<file path="src/rtl/mmu_job_arbiter.sv">
// Round-robin front end that shares one matrix multiply unit between two requesters.
// Define MMU_SCHED_TIMEOUT_EN to bound the WAIT state to TIMEOUT_CYC cycles with an error response.

module mmu_job_arbiter #(
    parameter int DATA_W      = 16,
    parameter int TIMEOUT_CYC = 255,
    parameter int CNT_W       = 8
) (
    input  logic              clk,
    input  logic              rst,
    input  logic [1:0]        req_valid,
    output logic [1:0]        req_ready,
    input  logic [DATA_W-1:0] req0_a,
    input  logic [DATA_W-1:0] req0_b,
    input  logic [DATA_W-1:0] req1_a,
    input  logic [DATA_W-1:0] req1_b,
    output logic [1:0]        rsp_valid,
    output logic [DATA_W-1:0] rsp_data,
    output logic              rsp_err,
    output logic              mmu_enable,
    output logic [DATA_W-1:0] mmu_matrixA,
    output logic [DATA_W-1:0] mmu_matrixB,
    input  logic [DATA_W-1:0] mmu_result,
    input  logic              mmu_listo,
    output logic              busy,
    output logic [CNT_W-1:0]  job_count
);

    typedef enum logic [1:0] {
        IDLE  = 2'd0,
        ISSUE = 2'd1,
        WAIT  = 2'd2,
        RESP  = 2'd3
    } state_t;

    if (TIMEOUT_CYC < 1 || TIMEOUT_CYC > 255) begin : g_bad_timeout
        $error("mmu_job_arbiter: TIMEOUT_CYC must be in 1..255");
    end

    state_t              state;
    state_t              state_nxt;
    logic [DATA_W-1:0]   op_a;
    logic [DATA_W-1:0]   op_b;
    logic [DATA_W-1:0]   res_q;
    logic [CNT_W-1:0]    cnt_q;
    logic                owner;
    logic                last_grant;
    logic                err_q;
    logic                grant;
    logic                accept;
    logic                timeout_hit;

    // On a tie the requester that did not win last time gets the MMU.
    always_comb begin
        grant = 1'b0;
        if (req_valid[0] && req_valid[1]) begin
            grant = ~last_grant;
        end else if (req_valid[1]) begin
            grant = 1'b1;
        end
    end

    assign accept    = (state == IDLE) && (req_valid != 2'b00);
    assign req_ready = accept ? (grant ? 2'b10 : 2'b01) : 2'b00;

`ifdef MMU_SCHED_TIMEOUT_EN
    logic [7:0] wait_cnt;

    always_ff @(posedge clk or negedge rst) begin
        if (!rst) begin
            wait_cnt <= 8'd0;
        end else if (state != WAIT) begin
            wait_cnt <= 8'd0;
        end else begin
            wait_cnt <= wait_cnt + 8'd1;
        end
    end

    // A listo arriving in the final WAIT cycle still counts as success.
    always_comb begin
        timeout_hit = 1'b0;
        if ((state == WAIT) && !mmu_listo && (wait_cnt == 8'(TIMEOUT_CYC - 1))) begin
            timeout_hit = 1'b1;
        end
    end
`else
    always_comb begin
        timeout_hit = 1'b0;
    end
`endif

    always_ff @(posedge clk or negedge rst) begin
        if (!rst) begin
            state <= IDLE;
        end else begin
            state <= state_nxt;
        end
    end

    always_comb begin
        state_nxt = state;
        case (state)
            IDLE:    if (accept) state_nxt = ISSUE;
            ISSUE:   state_nxt = WAIT;
            WAIT:    if (mmu_listo || timeout_hit) state_nxt = RESP;
            RESP:    state_nxt = IDLE;
            default: state_nxt = IDLE;
        endcase
    end

    always_ff @(posedge clk or negedge rst) begin
        if (!rst) begin
            op_a       <= '0;
            op_b       <= '0;
            owner      <= 1'b0;
            last_grant <= 1'b1;
            res_q      <= '0;
            err_q      <= 1'b0;
            cnt_q      <= '0;
        end else begin
            if (accept) begin
                op_a       <= grant ? req1_a : req0_a;
                op_b       <= grant ? req1_b : req0_b;
                owner      <= grant;
                last_grant <= grant;
            end
            if ((state == WAIT) && mmu_listo) begin
                res_q <= mmu_result;
                err_q <= 1'b0;
            end else if (timeout_hit) begin
                res_q <= '0;
                err_q <= 1'b1;
            end
            if ((state == RESP) && !err_q) begin
                cnt_q <= cnt_q + 1'b1;
            end
        end
    end

    assign rsp_valid   = (state == RESP) ? (owner ? 2'b10 : 2'b01) : 2'b00;
    assign rsp_err     = (state == RESP) && err_q;
    assign rsp_data    = res_q;
    assign mmu_enable  = (state == ISSUE);
    assign mmu_matrixA = op_a;
    assign mmu_matrixB = op_b;
    assign busy        = (state != IDLE);
    assign job_count   = cnt_q;

endmodule
</file>
<file path="config.mk">
export PLATFORM = sky130hd
export DESIGN_NAME = mmu_job_arbiter
export DESIGN_NICKNAME = d
export VERILOG_FILES = /design/src/rtl/mmu_job_arbiter.sv
export SDC_FILE = /design/constraint.sdc
export NUM_CORES = 1
export LEC_CHECK = 0
export CORE_MARGIN = 2
export CORE_UTILIZATION = 48
export DETAILED_ROUTE_END_ITERATION = 6
export DONT_BUFFER_PORTS = 1
export HOLD_SLACK_MARGIN = 0.15
export SETUP_SLACK_MARGIN = 0.05
export SYNTH_ARGS = -nofsm -noshare
export SYNTH_HDL_FRONTEND = slang
export SYNTH_SLANG_ARGS = --single-unit
export TNS_END_PERCENT = 30
</file>
<file path="constraint.sdc">
create_clock -name clk -period 2.41 [get_ports clk]
set_clock_uncertainty 0.2 [all_clocks]
set_input_delay 0 -clock clk [delete_from_list [all_inputs] [get_ports clk]]
set_output_delay 0 -clock clk [all_outputs]
set_load 0.1 [all_outputs]
</file>
==> flow_summary.html <==
<table>
<tr><th>Metric</th><th>Value</th></tr>
<tr><th colspan="2">Floorplanning</th></tr>
<tr><td>Die Width</td><td>77.4 um</td></tr>
<tr><td>Effective utilization at floorplan</td><td>50.3%</td></tr>
<tr><td>Number of rows created at floorplan</td><td>26</td></tr>
<tr><td>Die Footprint</td><td>5990 sq um</td></tr>
<tr><td>Number of placed I/O pins</td><td>~150</td></tr>
<tr><td>Std-Cell Core Area</td><td>5140 sq um</td></tr>
<tr><td>Die H</td><td>77.4 um</td></tr>
<tr><th colspan="2">Layout</th></tr>
<tr><td>Number of fill cells</td><td>between 200 and 300</td></tr>
<tr><td>Commonest non-fill, non-tap cells in the layout</td><td>dlygate4sd3_1, buf_4, dfrtp_1</td></tr>
<tr><td>Post-Layout Inst Area</td><td>4220 sq um</td></tr>
<tr><td>Final cell utilization of the core</td><td>82.2%</td></tr>
<tr><td>Most common library cell in the layout ignoring fill and taps</td><td>dlygate4sd3_1</td></tr>
<tr><td>Net count, final</td><td>between 400 and 500</td></tr>
<tr><td>Ant. Diodes</td><td>0</td></tr>
<tr><td>Area growth from synthesis to layout</td><td>63.2%</td></tr>
<tr><td>Share of layout cells above drive strength 1</td><td>30.3%</td></tr>
<tr><th colspan="2">Logic synthesis</th></tr>
<tr><td>Count of warnings emitted by yosys</td><td>0</td></tr>
<tr><td>Mapped Area</td><td>2590 sq um</td></tr>
<tr><td>Main area contributors after synthesis</td><td>dfrtp_1, a221o_1, and3_1, mux2_2, ha_1</td></tr>
<tr><td>Count of cell types in the netlist</td><td>28</td></tr>
<tr><td>Post-synth top area share</td><td>approximately 57%</td></tr>
<tr><td>Proportion of synthesized chip area in sequential cells</td><td>58.1%</td></tr>
<tr><td>Mapped Avg Cell Area</td><td>roughly 13 sq um</td></tr>
<tr><td>Cell taking the most area after synthesis</td><td>dfrtp_1</td></tr>
<tr><td>Flip-flop and latch count after synthesis</td><td>60</td></tr>
<tr><td>Net count after synthesis</td><td>286</td></tr>
<tr><td>Gate count after technology mapping</td><td>196</td></tr>
<tr><th colspan="2">Setup path</th></tr>
<tr><td>Data required, critical path</td><td>between 2000 and 2500 ps</td></tr>
<tr><td>Class of the most critical setup path</td><td>register to register</td></tr>
<tr><td>R2r setup slk</td><td>130 ps</td></tr>
<tr><td>Kind of end point of the critical path</td><td>register</td></tr>
<tr><td>FF-to-FF End</td><td>mmu_matrixB[13]</td></tr>
<tr><td>CP arrival</td><td>around 2300 ps</td></tr>
<tr><td>Largest fanout on the critical path</td><td>14</td></tr>
<tr><td>Source of the worst register-to-register timing path</td><td>state[0]</td></tr>
<tr><td>Worst reg2reg path depth</td><td>7</td></tr>
<tr><td>Nature of the critical path startpoint</td><td>register</td></tr>
<tr><th colspan="2">Drt</th></tr>
<tr><td>Via total after detailed routing</td><td>2,417</td></tr>
<tr><td>DRT iter0 DRCs</td><td>between 100 and 150</td></tr>
<tr><td>Total Wirelength</td><td>8430 um</td></tr>
<tr><td>Pre-Repair DR Iteration Count</td><td>4</td></tr>
<tr><td>Via density</td><td>5.67</td></tr>
<tr><td>DRC violation count after routing</td><td>0</td></tr>
<tr><td>Routed len/inst</td><td>19.8 um</td></tr>
<tr><td>Antenna Violating Nets Remaining</td><td>0</td></tr>
<tr><th colspan="2">STA</th></tr>
<tr><td>Final-layout setup total negative slack</td><td>0 ps</td></tr>
<tr><td>Final worst-path cycle share</td><td>a little over nine tenths</td></tr>
<tr><td>Max-slew violation total from the final report</td><td>0</td></tr>
<tr><td>Slew Limit Headroom</td><td>53.1%</td></tr>
<tr><td>Final Hold Vio Count</td><td>0</td></tr>
<tr><td>Clock period minus worst slack</td><td>between 2000 and 2500 ps</td></tr>
<tr><td>Setup-failing EPs final</td><td>0</td></tr>
<tr><td>Unrepaired setup endpoints after global routing</td><td>false</td></tr>
<tr><td>Transition time at the pin with the least slew margin</td><td>703 ps</td></tr>
<tr><td>Maximum achievable frequency</td><td>0.438 GHz</td></tr>
<tr><th colspan="2">Place</th></tr>
<tr><td>Weighted congestion reported at the end of routability-driven placement</td><td>0.854</td></tr>
<tr><td>Port-buffer cells</td><td>0</td></tr>
<tr><td>Half-perimeter wire length of the detailed placement result</td><td>approximately 4800 um</td></tr>
<tr><td>Post-place instance area</td><td>3100 sq um</td></tr>
<tr><th colspan="2">Clocking</th></tr>
<tr><td>Level count of the clock H-tree</td><td>3</td></tr>
<tr><td>Later-pin clock latency in the skew report</td><td>330 ps</td></tr>
<tr><td>Buffers from clock root to sink, at most</td><td>2</td></tr>
<tr><td>Number of sinks on the clock net</td><td>60</td></tr>
<tr><td>Clock tree from TritonCTS</td><td>built</td></tr>
<tr><td>Root Driver</td><td>clkbuf_8</td></tr>
<tr><td>Number of clock buffers inserted by TritonCTS</td><td>9</td></tr>
<tr><td>Clock transition at path regs</td><td>roughly 70 ps</td></tr>
<tr><th colspan="2">Global routing</th></tr>
<tr><td>Largest net degree at the start of global routing</td><td>a little over 60</td></tr>
<tr><td>Vias in the first global route</td><td>about 2,600</td></tr>
<tr><td>Final global-route overflow total</td><td>0</td></tr>
<tr><td>Overall routing resource usage</td><td>between 20% and 30%</td></tr>
<tr><td>Wire length of the first global-routing pass</td><td>12,900 um</td></tr>
<tr><td>Initial antenna violation count</td><td>0</td></tr>
<tr><th colspan="2">Min path</th></tr>
<tr><td>WHS Path Cells</td><td>2</td></tr>
<tr><td>Worst hold path endpoint</td><td>rsp_data[4]</td></tr>
<tr><td>Worst Min Path Start</td><td>mmu_result[4]</td></tr>
<tr><td>Hold Crit Class</td><td>input pin to register</td></tr>
<tr><th colspan="2">Status</th></tr>
<tr><td>Outcome</td><td>finished, final reports clean</td></tr>
<tr><th colspan="2">Job</th></tr>
<tr><td>Number of max-cap violations</td><td>0</td></tr>
</table>
[worst max path at each step]
| stage | from | to | cells past startpoint |
|---|---|---|---|
| floorplan | state[0] | rsp_valid[0] | 3 |
| global placement | state[0] | rsp_data[2] | 4 |
| detailed placement | state[0] | rsp_data[5] | 4 |
| CTS | state[0] | mmu_matrixA[0] | 7 |
| global route | state[0] | mmu_matrixB[13] | 7 |
| finish | state[0] | mmu_matrixB[13] | 7 |
[what timing repair did]
item | CTS | global route
endpoints found under the hold margin | 112 | 0
resized for setup | 0 | 3
hold buffers | 91 | 0
setup buffers | 0 | 3
setup endpoints to repair | 0 | 13
[synth_stat cells]
library cell	instances
ha_1	5
nor2b_1	1
clkbuf_1	6
nand2b_4	1
inv_1	3
nor3_1	1
nand4_1	3
nor2_1	1
xor2_1	3
buf_4	1
and3_1	33
xnor2_1	4
inv_2	1
a21o_1	2
a21oi_4	1
conb_1	1
dfrtp_1	59
mux2_1	1
o21ai_1	1
a221o_1	32
o32a_1	1
buf_2	8
dfstp_2	1
nand2_1	5
and2_1	2
o22a_1	1
and2_4	1
mux2_2	17
[cell type report]
type	count	area (sq um)	area share [%]
Inverter	4	15.0	0.356
Multi-Input combinational cell	118	1030	24.4
Clock inverter	3	15.0	0.356
Timing Repair Buffer	159	1440	34.1
Tap cell	70	87.6	2.07
Sequential cell	60	1500	35.6
Clock buffer	12	135	3.20
[through the flow]
step                setup slack [ps]  hold WS [ps]  std cells
floorplan                        180          -496        196
global placement                 570          -494        316
detailed placement               457          -494        316
CTS                             57.3           151        422
global route                    64.3           164        426
finish                           125           161        426
[metal layers]
metal  share of wire (%)  wire length [um]  global-route usage, %
met2                  52              4390                   49.4
met1                  37              3090                   31.4
met5                   0                 0                      0
met4                 2.3               190                   15.5
met3                 8.9               753                   7.33
[cells by family (layout without fill, tap and decap cells)]
kind of cell    count (synthesis)  in the layout  share of synthesized area [%]
flops                          60             60                           58.1
simple gates                   48             49                           11.4
compound gates                 38             38                           14.5
buf+inv                        19            178                           3.29
mux                            18             18                           7.83
xor+xnor                        7              7                           2.37
fa+ha+maj                       5              5                           2.42
other cells                     1              1                          0.145
[flip-flops by register name, indices dropped and copies added, names as in the netlist]
name         flops
rsp_data        16
owner            1
mmu_matrixB     16
state            2
mmu_matrixA     16
job_count        8
last_grant       1
[critical path, stage by stage (launching register included)]
cell	delay (ps)
dfrtp_1	400
inv_1	110
ha_4	200
nand2_2	80
a21oi_4	40
buf_4	200
a221o_1	360
dlygate4sd3_1	580
Power is not shown: default switching activity piles up to over one toggle a cycle in this logic, so the estimate is an artifact.
